--- src/rtl/lpc_post_capture_if.sv ---
// Register-access bundle between the LPC decoder and the POST-code capture block.
// The master side is the decoder (or a bench); the slave side is lpc_post_capture.
interface lpc_post_capture_if;
    logic [7:0] AddrReg;
    logic       Wr;
    logic       Rd;
    logic [7:0] DataWr;
    logic [7:0] RdData;
    logic [7:0] DispCode;
    logic       DispValid;
    logic       Overflow;

    modport master (
        output AddrReg, Wr, Rd, DataWr,
        input  RdData, DispCode, DispValid, Overflow
    );

    modport slave (
        input  AddrReg, Wr, Rd, DataWr,
        output RdData, DispCode, DispValid, Overflow
    );
endinterface

--- src/rtl/lpc_post_capture.sv ---
// BIOS POST-code capture: an 8-deep FIFO readable over LPC plus a display path
// that holds each shown code for a minimum time, always jumping to the newest.
module lpc_post_capture #(
    parameter logic [7:0]  POST_ADDR   = 8'h20,
    parameter logic [7:0]  STAT_ADDR   = 8'h21,
    parameter int unsigned HOLD_CYCLES = 33_000_000
) (
    input logic                LpcClock,
    input logic                PciReset,
    lpc_post_capture_if.slave  bus
);
    typedef enum logic [1:0] {IDLE, SHOW, SHOW_PEND} disp_state_e;

    localparam logic [24:0] HOLD_LAST = 25'(HOLD_CYCLES - 1);

    logic        wr_q, rd_q, arm_q;
    logic        wr_evt, rd_end, push, pop, stat_wr, flush, clr_ovf, full;
    logic [2:0]  wptr_q, wptr_d, rptr_q, rptr_d;
    logic [3:0]  count_q, count_d;
    logic        ovf_q, ovf_d;
    logic [7:0]  mem_q [8];
    logic [7:0]  rd_data;
    disp_state_e state_q, state_d;
    logic [24:0] timer_q, timer_d;
    logic [7:0]  disp_q, disp_d, pend_q, pend_d;
    logic        expired;

    // arm_q blocks the first edge after reset so a strobe already high at release is ignored.
    assign wr_evt  = arm_q & bus.Wr & ~wr_q;
    assign rd_end  = ~bus.Rd & rd_q;
    assign full    = (count_q == 4'd8);
    assign push    = wr_evt && (bus.AddrReg == POST_ADDR);
    assign pop     = rd_end && (bus.AddrReg == POST_ADDR) && (count_q != 4'd0);
    assign stat_wr = wr_evt && (bus.AddrReg == STAT_ADDR);
    assign flush   = stat_wr & bus.DataWr[1];
    assign clr_ovf = stat_wr & bus.DataWr[0];

    // NOTE: sequential state uses <= so every register samples pre-edge values.
    always_ff @(posedge LpcClock or negedge PciReset) begin
        if (!PciReset) begin
            wr_q    <= 1'b0;
            rd_q    <= 1'b0;
            arm_q   <= 1'b0;
            wptr_q  <= '0;
            rptr_q  <= '0;
            count_q <= '0;
            ovf_q   <= 1'b0;
        end else begin
            wr_q    <= bus.Wr;
            rd_q    <= bus.Rd;
            arm_q   <= 1'b1;
            wptr_q  <= wptr_d;
            rptr_q  <= rptr_d;
            count_q <= count_d;
            ovf_q   <= ovf_d;
        end
    end

    // NOTE: storage has no reset; validity is tracked by the pointers and count alone.
    always_ff @(posedge LpcClock) begin
        if (push) begin
            mem_q[wptr_q] <= bus.DataWr;
        end
    end

    // NOTE: every always_comb output gets a default first so no latch is inferred.
    always_comb begin
        wptr_d  = wptr_q;
        rptr_d  = rptr_q;
        count_d = count_q;
        ovf_d   = ovf_q;
        if (flush) begin
            wptr_d  = '0;
            rptr_d  = '0;
            count_d = '0;
        end else begin
            if (push) begin
                wptr_d = wptr_q + 3'd1;
            end
            // A push into a full FIFO drops the oldest entry.
            if (pop || (push && full)) begin
                rptr_d = rptr_q + 3'd1;
            end
            if (push && !pop && !full) begin
                count_d = count_q + 4'd1;
            end else if (pop && !push) begin
                count_d = count_q - 4'd1;
            end
            if (push && full && !pop) begin
                ovf_d = 1'b1;
            end
        end
        if (clr_ovf) begin
            ovf_d = 1'b0;
        end
    end

    always_comb begin
        rd_data = 8'h00;
        if (bus.AddrReg == POST_ADDR) begin
            rd_data = (count_q != 4'd0) ? mem_q[rptr_q] : 8'hFF;
        end else if (bus.AddrReg == STAT_ADDR) begin
            rd_data = {ovf_q, 3'b000, count_q};
        end
    end

    assign expired = (timer_q == HOLD_LAST);

    always_comb begin
        state_d = state_q;
        timer_d = timer_q;
        disp_d  = disp_q;
        pend_d  = pend_q;
        unique case (state_q)
            IDLE: begin
                if (push) begin
                    disp_d  = bus.DataWr;
                    timer_d = '0;
                    state_d = SHOW;
                end
            end
            SHOW: begin
                if (push && expired) begin
                    disp_d  = bus.DataWr;
                    timer_d = '0;
                end else begin
                    if (!expired) begin
                        timer_d = timer_q + 25'd1;
                    end
                    if (push) begin
                        pend_d  = bus.DataWr;
                        state_d = SHOW_PEND;
                    end
                end
            end
            SHOW_PEND: begin
                if (expired) begin
                    // A push landing on the expiry cycle is the newest code, so show it.
                    disp_d  = push ? bus.DataWr : pend_q;
                    timer_d = '0;
                    state_d = SHOW;
                end else begin
                    timer_d = timer_q + 25'd1;
                    if (push) begin
                        pend_d = bus.DataWr;
                    end
                end
            end
            default: state_d = IDLE;
        endcase
    end

    always_ff @(posedge LpcClock or negedge PciReset) begin
        if (!PciReset) begin
            state_q <= IDLE;
            timer_q <= '0;
            disp_q  <= 8'h00;
            pend_q  <= 8'h00;
        end else begin
            state_q <= state_d;
            timer_q <= timer_d;
            disp_q  <= disp_d;
            pend_q  <= pend_d;
        end
    end

    assign bus.RdData    = rd_data;
    assign bus.DispCode  = disp_q;
    assign bus.DispValid = (state_q != IDLE);
    assign bus.Overflow  = ovf_q;
endmodule

--- src/flat_wrapper.sv ---
// flat-port wrapper written by rule: the top's interface ports become plain ports
module lpc_post_capture_flat 
#(
    parameter logic [7:0]  POST_ADDR   = 8'h20,
    parameter logic [7:0]  STAT_ADDR   = 8'h21,
    parameter int unsigned HOLD_CYCLES = 33_000_000
)
  (LpcClock, PciReset, bus_AddrReg, bus_Wr, bus_Rd, bus_DataWr, bus_RdData, bus_DispCode, bus_DispValid, bus_Overflow);
  lpc_post_capture_if bus_i ();
  input logic LpcClock;
  input logic PciReset;
  input wire logic [$bits(bus_i.AddrReg)-1:0] bus_AddrReg;
  input wire logic [$bits(bus_i.Wr)-1:0] bus_Wr;
  input wire logic [$bits(bus_i.Rd)-1:0] bus_Rd;
  input wire logic [$bits(bus_i.DataWr)-1:0] bus_DataWr;
  output wire logic [$bits(bus_i.RdData)-1:0] bus_RdData;
  output wire logic [$bits(bus_i.DispCode)-1:0] bus_DispCode;
  output wire logic [$bits(bus_i.DispValid)-1:0] bus_DispValid;
  output wire logic [$bits(bus_i.Overflow)-1:0] bus_Overflow;
  assign bus_i.AddrReg = bus_AddrReg;
  assign bus_i.Wr = bus_Wr;
  assign bus_i.Rd = bus_Rd;
  assign bus_i.DataWr = bus_DataWr;
  assign bus_RdData = bus_i.RdData;
  assign bus_DispCode = bus_i.DispCode;
  assign bus_DispValid = bus_i.DispValid;
  assign bus_Overflow = bus_i.Overflow;
  lpc_post_capture #(.POST_ADDR(POST_ADDR), .STAT_ADDR(STAT_ADDR), .HOLD_CYCLES(HOLD_CYCLES)) u_core (.LpcClock(LpcClock), .PciReset(PciReset), .bus(bus_i));
endmodule
--- config.mk ---
export PLATFORM = sky130hd
export DESIGN_NAME = lpc_post_capture_flat
export DESIGN_NICKNAME = d
export VERILOG_FILES = /design/src/rtl/lpc_post_capture_if.sv /design/src/rtl/lpc_post_capture.sv /design/src/flat_wrapper.sv
export SDC_FILE = /design/constraint.sdc
export NUM_CORES = 1
export LEC_CHECK = 0
export BUFFER_PORTS_ARGS = -buffer_cell sky130_fd_sc_hd__buf_2
export CAP_MARGIN = 25
export CORE_UTILIZATION = 30
export CTS_CLUSTER_SIZE = 28
export DETAILED_ROUTE_END_ITERATION = 10
export GPL_TIMING_DRIVEN = 1
export SETUP_SLACK_MARGIN = 0.5
export SYNTH_ARGS = -nofsm -noshare
export SYNTH_HDL_FRONTEND = slang
export SYNTH_SLANG_ARGS = --single-unit
--- constraint.sdc ---
create_clock -name LpcClock -period 8.6 [get_ports LpcClock]
set_input_delay 0.43 -clock LpcClock [delete_from_list [all_inputs] [get_ports LpcClock]]
set_output_delay 0.43 -clock LpcClock [all_outputs]
set_load 0.01 [all_outputs]
# After elaboration in Yosys (flattened, before gate mapping)
# Memories as Yosys holds them, arrays and structs flattened.
# Index checks and enable logic that the tools add are counted.
[op_classes]
n_shift = 0
add_sub_neg = 5
order_cmp = 0
reduce_logical = 28
bitwise_logic = 7
n_eq_ne = 14
n_mux = 33
n_mul = 0
n_div = 0
[op_table]
columns = ["cell", "count"]
rows = [
  ["$mux W25", 4],
  ["$pmux W25 S3", 1],
  ["$mux W8", 9],
  ["$add A25 B1 Y25 const B", 1],
  ["$eq A25 B25 Y1 const B", 1],
  ["$pmux W8 S3", 1],
  ["$eq A8 B6 Y1 const B", 2],
  ["$pmux W8 S2", 1],
  ["$mux W3", 4],
  ["$mux W4", 3],
  ["$logic_and A1 B1 Y1", 10],
  ["$reduce_bool A2 Y1", 5],
  ["$mux W2", 4],
  ["$ne A2 B1 Y1 const B", 4],
  ["$reduce_and A4 Y1", 2],
  ["$add A3 B1 Y3 const B", 2],
  ["$ne A2 B2 Y1 const B", 3],
  ["$pmux W2 S3", 1],
  ["$reduce_and A3 Y1", 2],
  ["$reduce_bool A3 Y1", 2],
  ["$and A1 B1 Y1", 5],
  ["$mux W1", 5],
  ["$add A4 B1 Y4 const B", 1],
  ["$eq A4 B4 Y1 const B", 1],
  ["10 further kinds", 13],
]
[totals]
latchBits = 0
output_inout_bits = 18
word_cells = 99
romBits = 0
mem_count = 1
in_bits = 20
ramBits = 64
ff_bits = 57
[memory_table]
columns = ["name", "words", "word_bits", "read_ports", "rd_ports_with_merged_regs", "wr", "line", "text"]
rows = [
  ["u_core.mem_q", 8, 8, 1, 0, 1, "lpc_post_capture.sv:21", "logic [7:0] mem_q [8];"],
]

# Longest topological paths before layout
[depth]
depth_word = 9
ltp_mapped = 14
depth_no_buf = 10

# Worst setup path after synthesis
# No wires, ideal clock.
[synth_timing]
path_kind = "input-to-reg"
from = "input port bus_AddrReg[0]"
to = "register u_core.count_q[3]"
cell_stages = 14
n_path_buf = 4
required_ns = 8.468
setup_ns = 0.132
path_slack_ns = 5.574
t_arrival_ns = 2.894
path_cell_list = "buf_2 > and4bb_1 > and3_1 > clkbuf_1 > buf_2 > buf_2 > nand2_1 > ha_1 > a21o_1 > a21o_1 > a21o_1 > a211oi_1 > xnor2_1 > nor2_1"
[synth_between]
elab_chain_cells = 8
elab_cells_between_ends = 15
classes_between = "eq/ne: 2; mux: 2; bitwise: 1; reduce/logical: 10"
[synth_lines]
columns = ["item", "line", "text"]
rows = [
  ["from (decl)", "flat_wrapper.sv:12", "input wire logic [$bits(bus_i.AddrReg)-1:0] bus_AddrReg;"],
  ["$eq A8 B6 Y1", "lpc_post_capture.sv:32, lpc_post_capture.sv:33", ""],
  ["$logic_and A1 B1 Y1 (2 in a row)", "lpc_post_capture.sv:33", "assign pop = rd_end && (bus.AddrReg == POST_ADDR) && (count_q != 4'd0);"],
  ["$logic_not A1 Y1", "lpc_post_capture.sv:84", "if (push && !pop && !full) begin"],
  ["$logic_and A1 B1 Y1 (2 in a row)", "lpc_post_capture.sv:84", ""],
  ["$mux W4", "lpc_post_capture.sv:84", ""],
  ["$mux W4", "lpc_post_capture.sv:72", "if (flush) begin"],
  ["to (signal assigned)", "lpc_post_capture.sv:54", "count_q <= count_d;"],
  ["to (decl)", "lpc_post_capture.sv:19", "logic [3:0] count_q, count_d;"],
]
# Several ways; a longest one is shown, not always the timed one.
# A chain may end at the register's enable or synchronous reset.

# Worst setup path in the final report
[layout_timing]
from = "register u_core.wr_q"
to = "register u_core.count_q[3]"
[layout_between]
elab_chain_cells = 7
elab_cells_between_ends = 12
classes_between = "mux: 2; bitwise: 3; reduce/logical: 7"
[layout_lines]
columns = ["item", "line", "text"]
rows = [
  ["from (decl)", "lpc_post_capture.sv:16", "logic wr_q, rd_q, arm_q;"],
  ["from (signal assigned)", "lpc_post_capture.sv:49", "wr_q <= bus.Wr;"],
  ["$not A1 Y1 *", "lpc_post_capture.sv:29", "assign wr_evt = arm_q & bus.Wr & ~wr_q;"],
  ["$and A1 B1 Y1 *", "lpc_post_capture.sv:29", ""],
  ["$logic_and A1 B1 Y1", "lpc_post_capture.sv:32", "assign push = wr_evt && (bus.AddrReg == POST_ADDR);"],
  ["$logic_and A1 B1 Y1 (2 in a row)", "lpc_post_capture.sv:84", ""],
  ["$mux W4", "lpc_post_capture.sv:84", ""],
  ["$mux W4", "lpc_post_capture.sv:72", ""],
]
# Mark *: on every way between the ends. The rest lies on a longest branch, timed or not.

==> flow_summary.json <==
{
  "status": "finished, final reports clean",
  "cts_hold_buf": 0,
  "numPortBuffers": 37,
  "muxShareOfSynthArea_pct": 11.1,
  "first_global_vias": 3929,
  "dieArea_sq_um": 19800,
  "cts_setup_buffers": 0,
  "synthFlopType": "edfxtp_1",
  "cts_tree": "done",
  "row_count": 50,
  "synth-simple-area-share_pct": 13.6,
  "hold_viol_final": 0,
  "avgSynthCellArea_sq_um": 13.0,
  "synth-compound-area-share_pct": 9.09,
  "setup_viol": 0,
  "ys_async_sr_fraction_pct": 47.1,
  "num_vias": 3820,
  "start_util_pct": 30.8,
  "fin_area_sq_um": 6800,
  "fin_hold_ws_ns": 0.156,
  "root_buffer": "clkbuf_16",
  "synthTopCellsByCount": "edfxtp_1, dfrtp_1, nor2_1, nand2_1, inv_1",
  "tns_ns": 0,
  "critPathCaptureType": "register",
  "path_clk_slew_ns": 0.06,
  "p_leak_nw": 2.62,
  "min_period_ns": 3.17,
  "wl_per_cell_microns": 17.0,
  "ioPinCount": 38,
  "crit_type": "register to register",
  "fp.dieW_microns": 141,
  "crit_arrival_ns": 3.45,
  "syn_inst": 444,
  "coreArea_sq_um": 18800,
  "ys_seq_elements": 121,
  "yosysSeqAreaShare_pct": 57.9,
  "dpl.hpwl_microns": 8800,
  "antenna_found_initial": 3,
  "synth_area_leaders": "edfxtp_1, dfrtp_1, mux4_2",
  "grt_usage_pct": 13.7,
  "rsz0062_at_grt": "false",
  "wl_microns": 12600,
  "synth_nets": 474,
  "grt_pass1_wl_microns": 20900,
  "placed_cell_area_sq_um": 6240,
  "nets": 521,
  "ir_worst_vdd_mv": 0.135,
  "synth_xor_area_share_pct": 3.18,
  "skew_ns": 0.0117,
  "gp_congestion": 0.871,
  "relSlewSlack_pct": 33.9,
  "start_kind": "register",
  "synth_top_area_share_pct": 33.2,
  "synthAdderAreaFrac_pct": 2.29,
  "drive_gt1_share_pct": 22.6,
  "yosysUniqueCellTypes": 69,
  "yosys_warnings": 0,
  "htree_levels": 4,
  "maxCapViolCount": 0,
  "crit_fanout": 23,
  "finalCritPeriodShare_pct": 36.9,
  "area_growth_pct": 17.6,
  "dr.pass1.iters": 5,
  "yosysMostFrequentCell": "edfxtp_1",
  "worst_slew_pin_slew_ns": 0.983,
  "clk_path_buf_depth": 2,
  "synth_top_family_by_area": "simple AND/OR/NAND/NOR gates",
  "cts_made_buffers": 17,
  "min_path_type": "input pin to register",
  "antenna_left": 0,
  "synth_area_sq_um": 5780,
  "vias_per_cell": 5.16,
  "drv_slew": 0,
  "die_h_microns": 141,
  "insertion_delay_ns": 0.42,
  "required_ns": 8.88,
  "synth_edf_count": 64,
  "drt_iter0_markers": 302,
  "fmax_mhz": 315,
  "clock_sinks": 121,
  "cts_resized": 0,
  "yosysTopAreaCell": "edfxtp_1",
  "drc": 0,
  "power.density_nw_per_um2": 231,
  "overflow": 0,
  "grt_max_degree": 58
}
logic make-up (layout without fill, tap and decap cells):
| kind of cell | Yosys count | after routing |
|---|---|---|
| xor+xnor | 21 | 21 |
| flops | 121 | 121 |
| other cells | 1 | 3 |
| fa+ha+maj | 10 | 10 |
| compound gates | 72 | 72 |
| simple gates | 139 | 139 |
| mux | 43 | 43 |
| buf+inv | 37 | 97 |
final cells by class:
class                           count  area (sq um)
Multi-Input combinational cell    286          2270
Sequential cell                   121          3350
Fill cell                        1784         12000
Antenna cell                        2          5.00
Tap cell                          234           293
Clock buffer                       18           429
Inverter                           19          71.3
Clock inverter                     14           113
Timing Repair Buffer               46           268
cell usage in the layout (no fill, tap or decap), types with 4 or more instances in the layout:
cell | netlist | final
buf_4 | 0 | 6
o2111ai_1 | 5 | 5
nand3_1 | 11 | 11
nor2_1 | 33 | 33
nand2_1 | 30 | 30
inv_6 | 0 | 7
o21ai_0 | 9 | 9
xor2_1 | 15 | 15
inv_1 | 19 | 19
buf_2 | 10 | 39
dfrtp_1 | 57 | 57
o21ai_1 | 6 | 6
edfxtp_1 | 64 | 64
ha_1 | 9 | 9
mux4_2 | 16 | 16
nor3_1 | 9 | 9
mux2i_1 | 18 | 18
nand4_1 | 6 | 6
clkbuf_16 | 0 | 17
and3_1 | 8 | 8
nor4_1 | 5 | 5
a221oi_1 | 5 | 5
xnor2_1 | 6 | 6
a21oi_1 | 10 | 10
a21o_1 | 4 | 4
mux2_2 | 9 | 9
o211ai_1 | 4 | 4
path summary, 6_finish.rpt:
path                                          end  slack, ns              startpoint  cells after the start
setup / recovery                u_core.count_q[3]       5.43             u_core.wr_q                     10
hold / removal                        u_core.rd_q       0.16                  bus_Rd                      1
setup reg to reg                u_core.count_q[3]       5.43             u_core.wr_q                     10
hold reg to reg            u_core.bus.DispCode[3]       0.48  u_core.bus.DispCode[3]                      2
max in group asynchronous     u_core.bus.Overflow       7.93                PciReset                      2
min in group asynchronous       u_core.timer_q[7]       0.17                PciReset                      2
sequential cells by signal, indices dropped and copies added (netlist names):
| register | flops |
|---|---|
| u_core.mem_q | 64 |
| u_core.timer_q | 25 |
| u_core.bus.Overflow | 1 |
| u_core.count_q | 4 |
| u_core.arm_q | 1 |
| u_core.wr_q | 1 |
| u_core.bus.DispCode | 8 |
| u_core.pend_q | 8 |
| u_core.wptr_q | 3 |
| u_core.rptr_q | 3 |
| u_core.state_q | 2 |
| u_core.rd_q | 1 |
metal layers:
metal	global-route usage, %	up-vias	wire length [microns]
li1	-	1792	-
met1	17.7	1906	5730
met2	22.2	105	6010
met3	2.92	15	605
met4	6.52	2	189
met5	0	-	13
stage by stage:
step / utilization [%] / worst slack, ns / instances / power (mW)
2_1_floorplan: - / 5.57 / 444 / 0.849
3_3_place_gp: 33.1 / 5.26 / 703 / 0.932
3_5_place_dp: 33.3 / 5.07 / 704 / 0.940
4_1_cts: 36.2 / 5.39 / 736 / 1.59
5_1_grt: 36.2 / 5.21 / 738 / 1.65
6_report: 36.2 / 5.43 / 740 / 1.57
critical path, cell delays in order (launching register included):
cell and delay (ns):
dfrtp_1 0.37, and4bb_1 0.31, and3_1 0.79, nand2_1 0.24, ha_1 0.36, a21o_1 0.18
a21o_1 0.18, a21o_1 0.15, a211oi_1 0.25, xnor2_1 0.16, nor2_1 0.05
power breakdown:
group          leakage (nW)  switching [mW]  total [mW]  internal [mW]
combinational          1.01           0.178       0.269         0.0909
sequential             1.34          0.0206       0.661          0.640
clock                 0.263           0.270       0.643          0.374
total                  2.62           0.468        1.57           1.10
(Power assumes the default switching activity.)
